==> src/rtl/wb_queue.sv <==
// wb_queue: a 4-entry in-order write-back queue sitting in front of a register file.
// Entries are {reg[3:0], data[31:0]}. The head entry drives the register-file write
// port combinationally and retires on the same edge that the register file captures it.
// Optional feature: define WBQ_BYPASS_EN to compile in the read-port bypass search
// (HIT/BYP). Without the macro those outputs stay present and are tied to 0.
module wb_queue (
   input  logic        i_clk,
   input  logic        i_clr,
   input  logic        i_wr_valid,
   output logic        o_wr_ready,
   input  logic [3:0]  i_wr_reg,
   input  logic [31:0] i_wr_data,
   input  logic        i_rf_hold,
   output logic        o_rf_en_n,
   output logic [3:0]  o_rf_sel,
   output logic [31:0] o_rf_data,
   input  logic [3:0]  i_ra,
   input  logic [3:0]  i_rb,
   output logic        o_hit_a,
   output logic        o_hit_b,
   output logic [31:0] o_byp_a,
   output logic [31:0] o_byp_b,
   output logic [2:0]  o_count
);

   localparam int DEPTH = 4;

   logic [DEPTH-1:0][3:0]  r_reg;
   logic [DEPTH-1:0][31:0] r_data;
   logic [1:0]             r_head;
   logic [1:0]             r_tail;
   logic [2:0]             r_count;

   logic w_push;
   logic w_drain;
   logic w_full;
   logic w_empty;

   assign w_full  = (r_count == 3'd4);
   assign w_empty = (r_count == 3'd0);
   // A full queue refuses pushes even while it drains, so the ready path never
   // depends on the register-file hold.
   assign w_push  = i_wr_valid && !w_full;
   assign w_drain = !w_empty && !i_rf_hold;

   // Pointer, occupancy and entry storage update; clear wipes everything.
   always_ff @(posedge i_clk) begin
      if (i_clr) begin
         r_reg   <= '0;
         r_data  <= '0;
         r_head  <= '0;
         r_tail  <= '0;
         r_count <= '0;
      end else begin
         if (w_push) begin
            r_reg[r_tail]  <= i_wr_reg;
            r_data[r_tail] <= i_wr_data;
            r_tail         <= r_tail + 2'd1;
         end
         if (w_drain) begin
            r_head <= r_head + 2'd1;
         end
         case ({w_push, w_drain})
            2'b10:   r_count <= r_count + 3'd1;
            2'b01:   r_count <= r_count - 3'd1;
            default: r_count <= r_count;
         endcase
      end
   end

   assign o_wr_ready = !w_full;
   assign o_count    = r_count;
   assign o_rf_en_n  = !w_drain;
   // Stale storage past the head is masked so an empty queue presents zeros.
   assign o_rf_sel   = w_empty ? 4'd0  : r_reg[r_head];
   assign o_rf_data  = w_empty ? 32'd0 : r_data[r_head];

`ifdef WBQ_BYPASS_EN
   // Slot k is the k-th oldest occupied entry; it is valid when k < count.
   logic [DEPTH-1:0][1:0] w_slot_idx;
   logic [DEPTH-1:0]      w_slot_vld;

   for (genvar k = 0; k < DEPTH; k++) begin : g_slot
      assign w_slot_idx[k] = r_head + 2'(k);
      assign w_slot_vld[k] = (3'(k) < r_count);
   end

   // Scan oldest to newest so the newest matching entry overwrites older ones.
   // The head entry counts even on the cycle it is being drained.
   always_comb begin
      o_hit_a = 1'b0;
      o_hit_b = 1'b0;
      o_byp_a = '0;
      o_byp_b = '0;
      for (int k = 0; k < DEPTH; k++) begin
         if (w_slot_vld[k] && (r_reg[w_slot_idx[k]] == i_ra)) begin
            o_hit_a = 1'b1;
            o_byp_a = r_data[w_slot_idx[k]];
         end
         if (w_slot_vld[k] && (r_reg[w_slot_idx[k]] == i_rb)) begin
            o_hit_b = 1'b1;
            o_byp_b = r_data[w_slot_idx[k]];
         end
      end
   end
`else
   // Read selects only feed the register file in this build.
   logic w_unused_rd;
   assign w_unused_rd = ^{i_ra, i_rb};
   assign o_hit_a = 1'b0;
   assign o_hit_b = 1'b0;
   assign o_byp_a = '0;
   assign o_byp_b = '0;
`endif

endmodule

==> config.mk <==
export PLATFORM = sky130hd
export DESIGN_NAME = wb_queue
export DESIGN_NICKNAME = d
export VERILOG_FILES = /design/src/rtl/wb_queue.sv
export SDC_FILE = /design/constraint.sdc
export NUM_CORES = 1
export LEC_CHECK = 0
export BUFFER_PORTS_ARGS = -buffer_cell sky130_fd_sc_hd__buf_2
export CORE_MARGIN = 4
export CORE_UTILIZATION = 60
export CTS_BUF_LIST = sky130_fd_sc_hd__clkbuf_16
export CTS_CLUSTER_SIZE = 14
export DETAILED_ROUTE_END_ITERATION = 6
export PLACE_DENSITY = 0.86
export SYNTH_ARGS = -nofsm -noshare
export SYNTH_HDL_FRONTEND = slang
export SYNTH_SLANG_ARGS = --single-unit
==> constraint.sdc <==
create_clock -name i_clk -period 4.55 [get_ports i_clk]
set_input_delay 0.91 -clock i_clk [delete_from_list [all_inputs] [get_ports i_clk]]
set_output_delay 0.91 -clock i_clk [all_outputs]
set_load 0.01 [all_outputs]
Word-level counts from Yosys, hierarchy flattened
Cells that the tools add are included.
{"block": "totals", "out_inout_bits": 107, "word_cells": 43, "regBits": 151, "input_bits": 48}
{"block": "classes", "add_sub_neg": 4, "n_eq_ne": 3, "mux": 13, "order_cmp": 3, "reduce_logical": 9}
{"operator": "$bwmux W128", "n": 1}
{"operator": "$mux W32", "n": 3}
{"operator": "$bmux W32 S2", "n": 1}
{"operator": "$demux W32 S2", "n": 1}
{"operator": "$bwmux W16", "n": 1}
{"operator": "$mux W4", "n": 3}
{"operator": "$bmux W4 S2", "n": 1}
{"operator": "$demux W4 S2", "n": 1}
{"operator": "$lt A2 B3 Y1 const B", "n": 2}
{"operator": "$pmux W3 S2", "n": 1}
{"operator": "$add A2 B1 Y2 const B", "n": 2}
{"operator": "$logic_not A1 Y1", "n": 4}
{"operator": "$add A3 B1 Y3 const B", "n": 1}
{"operator": "$eq A3 B3 Y1 const B", "n": 1}
{"operator": "$logic_and A1 B1 Y1", "n": 3}
{"operator": "$logic_not A3 Y1", "n": 1}
{"operator": "$sub A3 B1 Y3 const B", "n": 1}
{"operator": "$eq A2 B1 Y1 const B", "n": 1}
{"operator": "$eq A2 B2 Y1 const B", "n": 1}
{"operator": "$ge A2 B1 Y1 const B", "n": 1}
{"operator": "$reduce_bool A2 Y1", "n": 1}

Longest topological paths before layout
{"block": "logic_depth", "ltp_word": 5, "mapped_depth": 10, "mapped_depth_nobuf": 9}

Worst setup path before layout
OpenSTA, ideal clock, no wires.
{"block": "synth_path", "path_kind": "input port to flip-flop", "startpoint": "input port i_wr_valid", "endpoint": "register r_count[2] (netlist: o_count[2])", "required_time_ps": 4480, "arrival_time_ps": 2423, "n_path_buf": 1, "slack_ps": 2057, "path_stages": 9, "setup_time_ps": 70, "cell_sequence": "clkbuf_1 and2_1 inv_1 ha_1 inv_1 fa_1 xor2_1 or3_1 a21oi_1"}
{"block": "synth_between", "elab_chain_len": 3, "word_cells_on_any_way": 5, "cone_classes": "eq/ne: 2; mux: 1; reduce/logical: 2"}
{"element": "from (decl)", "line": "9", "rtl": "input logic i_wr_valid,"}
{"element": "$logic_and A1 B1 Y1 (*)", "line": "43", "rtl": "assign w_push = i_wr_valid && !w_full;"}
{"element": "$eq A2 B1 Y1 / $eq A2 B2 Y1 (equally long branches)", "line": "63", "rtl": "case ({w_push, w_drain})"}
{"element": "$pmux W3 S2 / $reduce_bool A2 Y1 (equally long branches)"}
{"element": "to (signal assigned)", "line": "64", "rtl": "2'b10: r_count <= r_count + 3'd1;"}
{"element": "to (signal assigned)", "line": "65", "rtl": "2'b01: r_count <= r_count - 3'd1;"}
{"element": "to (signal assigned)", "line": "66", "rtl": "default: r_count <= r_count;"}
{"element": "to (decl)", "line": "32", "rtl": "logic [2:0] r_count;"}
Mark *: on every way between the ends. The rest lies on a longest branch, timed or not.
A chain may end at the register's enable or synchronous reset.

Final worst setup path
{"block": "layout_path", "startpoint": "register r_head[1]", "endpoint": "output port o_rf_data[18]"}
{"block": "layout_between", "elab_chain_len": 3}
{"element": "from (decl)", "line": "30", "rtl": "logic [1:0] r_head;"}
{"element": "from (signal assigned)", "line": "61", "rtl": "r_head <= r_head + 2'd1;"}
{"element": "$bmux W32 S2", "line": "76", "rtl": "assign o_rf_data = w_empty ? 32'd0 : r_data[r_head];"}
{"element": "$mux W32 (implied by the code)", "line": "76"}
{"element": "$mux W32", "line": "76"}
{"element": "to (decl)", "line": "16", "rtl": "output logic [31:0] o_rf_data,"}
Every way passes these cells. The select of a mux whose other input is x is not followed.

==> impl_metrics.csv <==
group,metric,value,unit
global_routing,antenna_found_initial,1,
status,outcome,"finished clean",
drt,drc,0,
clocking,post_cts_resized,0,
hold_path,min_path_type,"reg2reg",
global_routing,track_usage,21.6,%
clocking,cts_tree,"built",
worst_setup_path,rr_startpoint,"o_count[2]",
worst_setup_path,slowest_stage,"dfxtp_2",
worst_setup_path,end_kind,"primary output",
global_routing,met1_usage,26.2,%
worst_setup_path,crit_fanout,21,
clocking,cts_sinks,151,
floorplanning,design.core.area,12600,um2
pwr,leakage,0.00391,uW
final_layout,final_common_cell,"nand2b_1",
timing,setup_tns,0,ns
global_routing,grtUsageMet2,37.5,%
final_layout,drive_gt1_share,20.5,%
global_routing,grt_busiest_layer,"met2",
synth,yosysSeqAreaShare,39.1,%
floorplanning,die_w,121,um
clocking,path_clk_slew,0.06,ns
clocking,cts_root_buf,"clkbuf_16",
worst_setup_path,critPathMaxStageDelay,0.83,ns
pwr,ir_drop,351,uV
final_layout,final_nets,818,
worst_setup_path,critPathLaunch,"r_head[1]",
global_routing,grt-ovfl-total,0,
worst_setup_path,startpoint_type,"flop",
worst_setup_path,r2r_setup_slack,1.99,ns
clocking,clk_path_buf_depth,2,
global_routing,grtUsageMet3,5.59,%
timing,period_share,74.0,%
placed_design,place_congestion,0.773,
drt,vias,4946,
floorplanning,start_util,61.2,%
synth,syn_area,7720,um2
global_routing,first_global_vias,5178,
final_layout,final_util,67.3,%
global_routing,grt_max_degree,191,
drt,drtAntennaViolNets,0,
hold_path,hold_start,"r_data[37]",
timing,slew_viol_final,0,
worst_setup_path,crit_family,"flip-flops",
final_layout,diodes,0,
pwr,powerDensity,457,nW/um2
timing,rsz0062_at_grt,"false",
final_layout,final_cell_mix,"nand2b_1 (180), dfxtp_1 (149), mux2i_1 (144)",
worst_setup_path,required,3.64,ns
timing,min_period,3.37,ns
synth,avgSynthCellArea,10.9,um2
pwr,p_total,3880,uW
clocking,insertion_delay,0.43,ns
timing,finClkSkew,0.0127,ns
drt,drtPass1Iterations,4,
clocking,ctsHoldBuffers,0,
synth,ys_ff_latch,151,
worst_setup_path,crit_buf_inv,2,
drt,avgRoutedWirePerCell,16.3,um
timing,slew_headroom,34.1,%
synth,synth_cell_type_count,30,
timing,setup_viol,0,
worst_setup_path,crit_type,"reg2out",
timing,worst_pin_slew,0.989,ns
job,maxCapViolCount,0,
clocking,numCtsBuffers,17,
timing,finalHoldViolations,0,
floorplanning,pin_count,155,
placed_design,port_buffers,80,
synth,yosys_warnings,0,
drt,drt-initial-drc-count,239,
placed_design,hpwlAfterDp,9800,um
synth,netlist_instances,710,
final_layout,largest_register_ffs,128,
worst_setup_path,cp.arrival,2.46,ns
drt,wl,15500,um
worst_setup_path,cp_cell_sequence,"buf_4, mux4_2, nor2b_1, buf_2",
clocking,cts_setup_buffers,0,
final_layout,syn_to_final_growth,9.95,%
drt,post_drt_via_cell_ratio,5.22,
global_routing,grt_pass1_wl,24900,um
floorplanning,rows,41,
floorplanning,die-area,14800,um2
floorplanning,die_h,121,um
timing,max_freq,297,MHz
clocking,htreeDepth,4,
## routing by layer
| metal | vias up | part of all wire (%) |
|---|---|---|
| met2 | 133 | 51 |
| li1 | 2362 | - |
| met5 | - | 0.045 |
| met4 | 2 | 1.1 |
| met3 | 16 | 5.8 |
| met1 | 2433 | 42 |
## report_power, final
group          switching (uW)  internal (uW)  total [uW]
registers                 119           1440        1550
clock network             522            955        1480
logic                     455            392         847
## worst min-delay path, cell delays in order (launching register included)
cell and delay [ns]:
dfxtp_1 0.31, nand2b_1 0.06, mux2i_1 0.05
## cell families after synthesis
kind of cell | after synthesis | synth area share (%)
AO/OA/AOI/OAI | 6 | 0.421
XOR/XNOR | 2 | 0.227
adder cells (fa/ha/maj) | 6 | 1.07
buffers and inverters | 124 | 10.5
flip-flops | 151 | 39.1
multiplexers | 182 | 29.5
other | 1 | 0.0486
AND/OR/NAND/NOR | 238 | 19.1
## cells in the mapped netlist
cell / number / area share (%)
a21oi_1: 3 / 0.19
and2_1: 1 / 0.081
and3_1: 2 / 0.16
and3_4: 1 / 0.15
buf_1: 1 / 0.049
buf_2: 8 / 0.52
buf_4: 74 / 7.2
buf_6: 5 / 0.73
buf_8: 2 / 0.39
clkbuf_1: 27 / 1.3
conb_1: 1 / 0.049
dfxtp_1: 151 / 39
fa_1: 1 / 0.26
ha_1: 5 / 0.81
inv_1: 7 / 0.34
mux2_2: 2 / 0.29
mux2i_1: 144 / 19
mux4_2: 36 / 10
nand2b_1: 180 / 15
nand3_1: 4 / 0.26
nand4b_1: 1 / 0.11
nor2_1: 7 / 0.34
nor2b_1: 37 / 3.0
nor3_1: 1 / 0.065
nor3b_1: 1 / 0.097
o21ai_0: 2 / 0.13
o31ai_1: 1 / 0.097
or3_1: 2 / 0.16
or3b_1: 1 / 0.11
xor2_1: 2 / 0.23
## worst paths after layout
check                                endpoint  cells past startpoint
worst max-delay path            o_rf_data[18]                      4
worst min-delay path               r_data[37]                      2
worst max register to register     o_count[2]                      9
worst min register to register     r_data[37]                      2
## area by class of cell
cell class / instances / area (um2)
clock buffer: 17 / 425
multi-input combinational: 500 / 4150
sequential: 151 / 3030
clock inverter: 13 / 189
timing repair buffer: 87 / 459
inverter: 7 / 26.3
fill: 959 / 4130
tap: 172 / 215
## per-stage QoR
stage / instances / hold slack, ns / cell area (um2) / worst slack (ns)
5_1_grt: 947 / 0.500 / 8490 / 0.993
3_5_place_dp: 917 / 0.462 / 7870 / 1.55
2_1_floorplan: 775 / 0.445 / 7970 / 2.06
4_1_cts: 947 / 0.471 / 8490 / 1.09
6_report: 947 / 0.468 / 8490 / 1.18
3_3_place_gp: 917 / 0.455 / 7870 / 1.56
(Power assumes the default switching activity.)
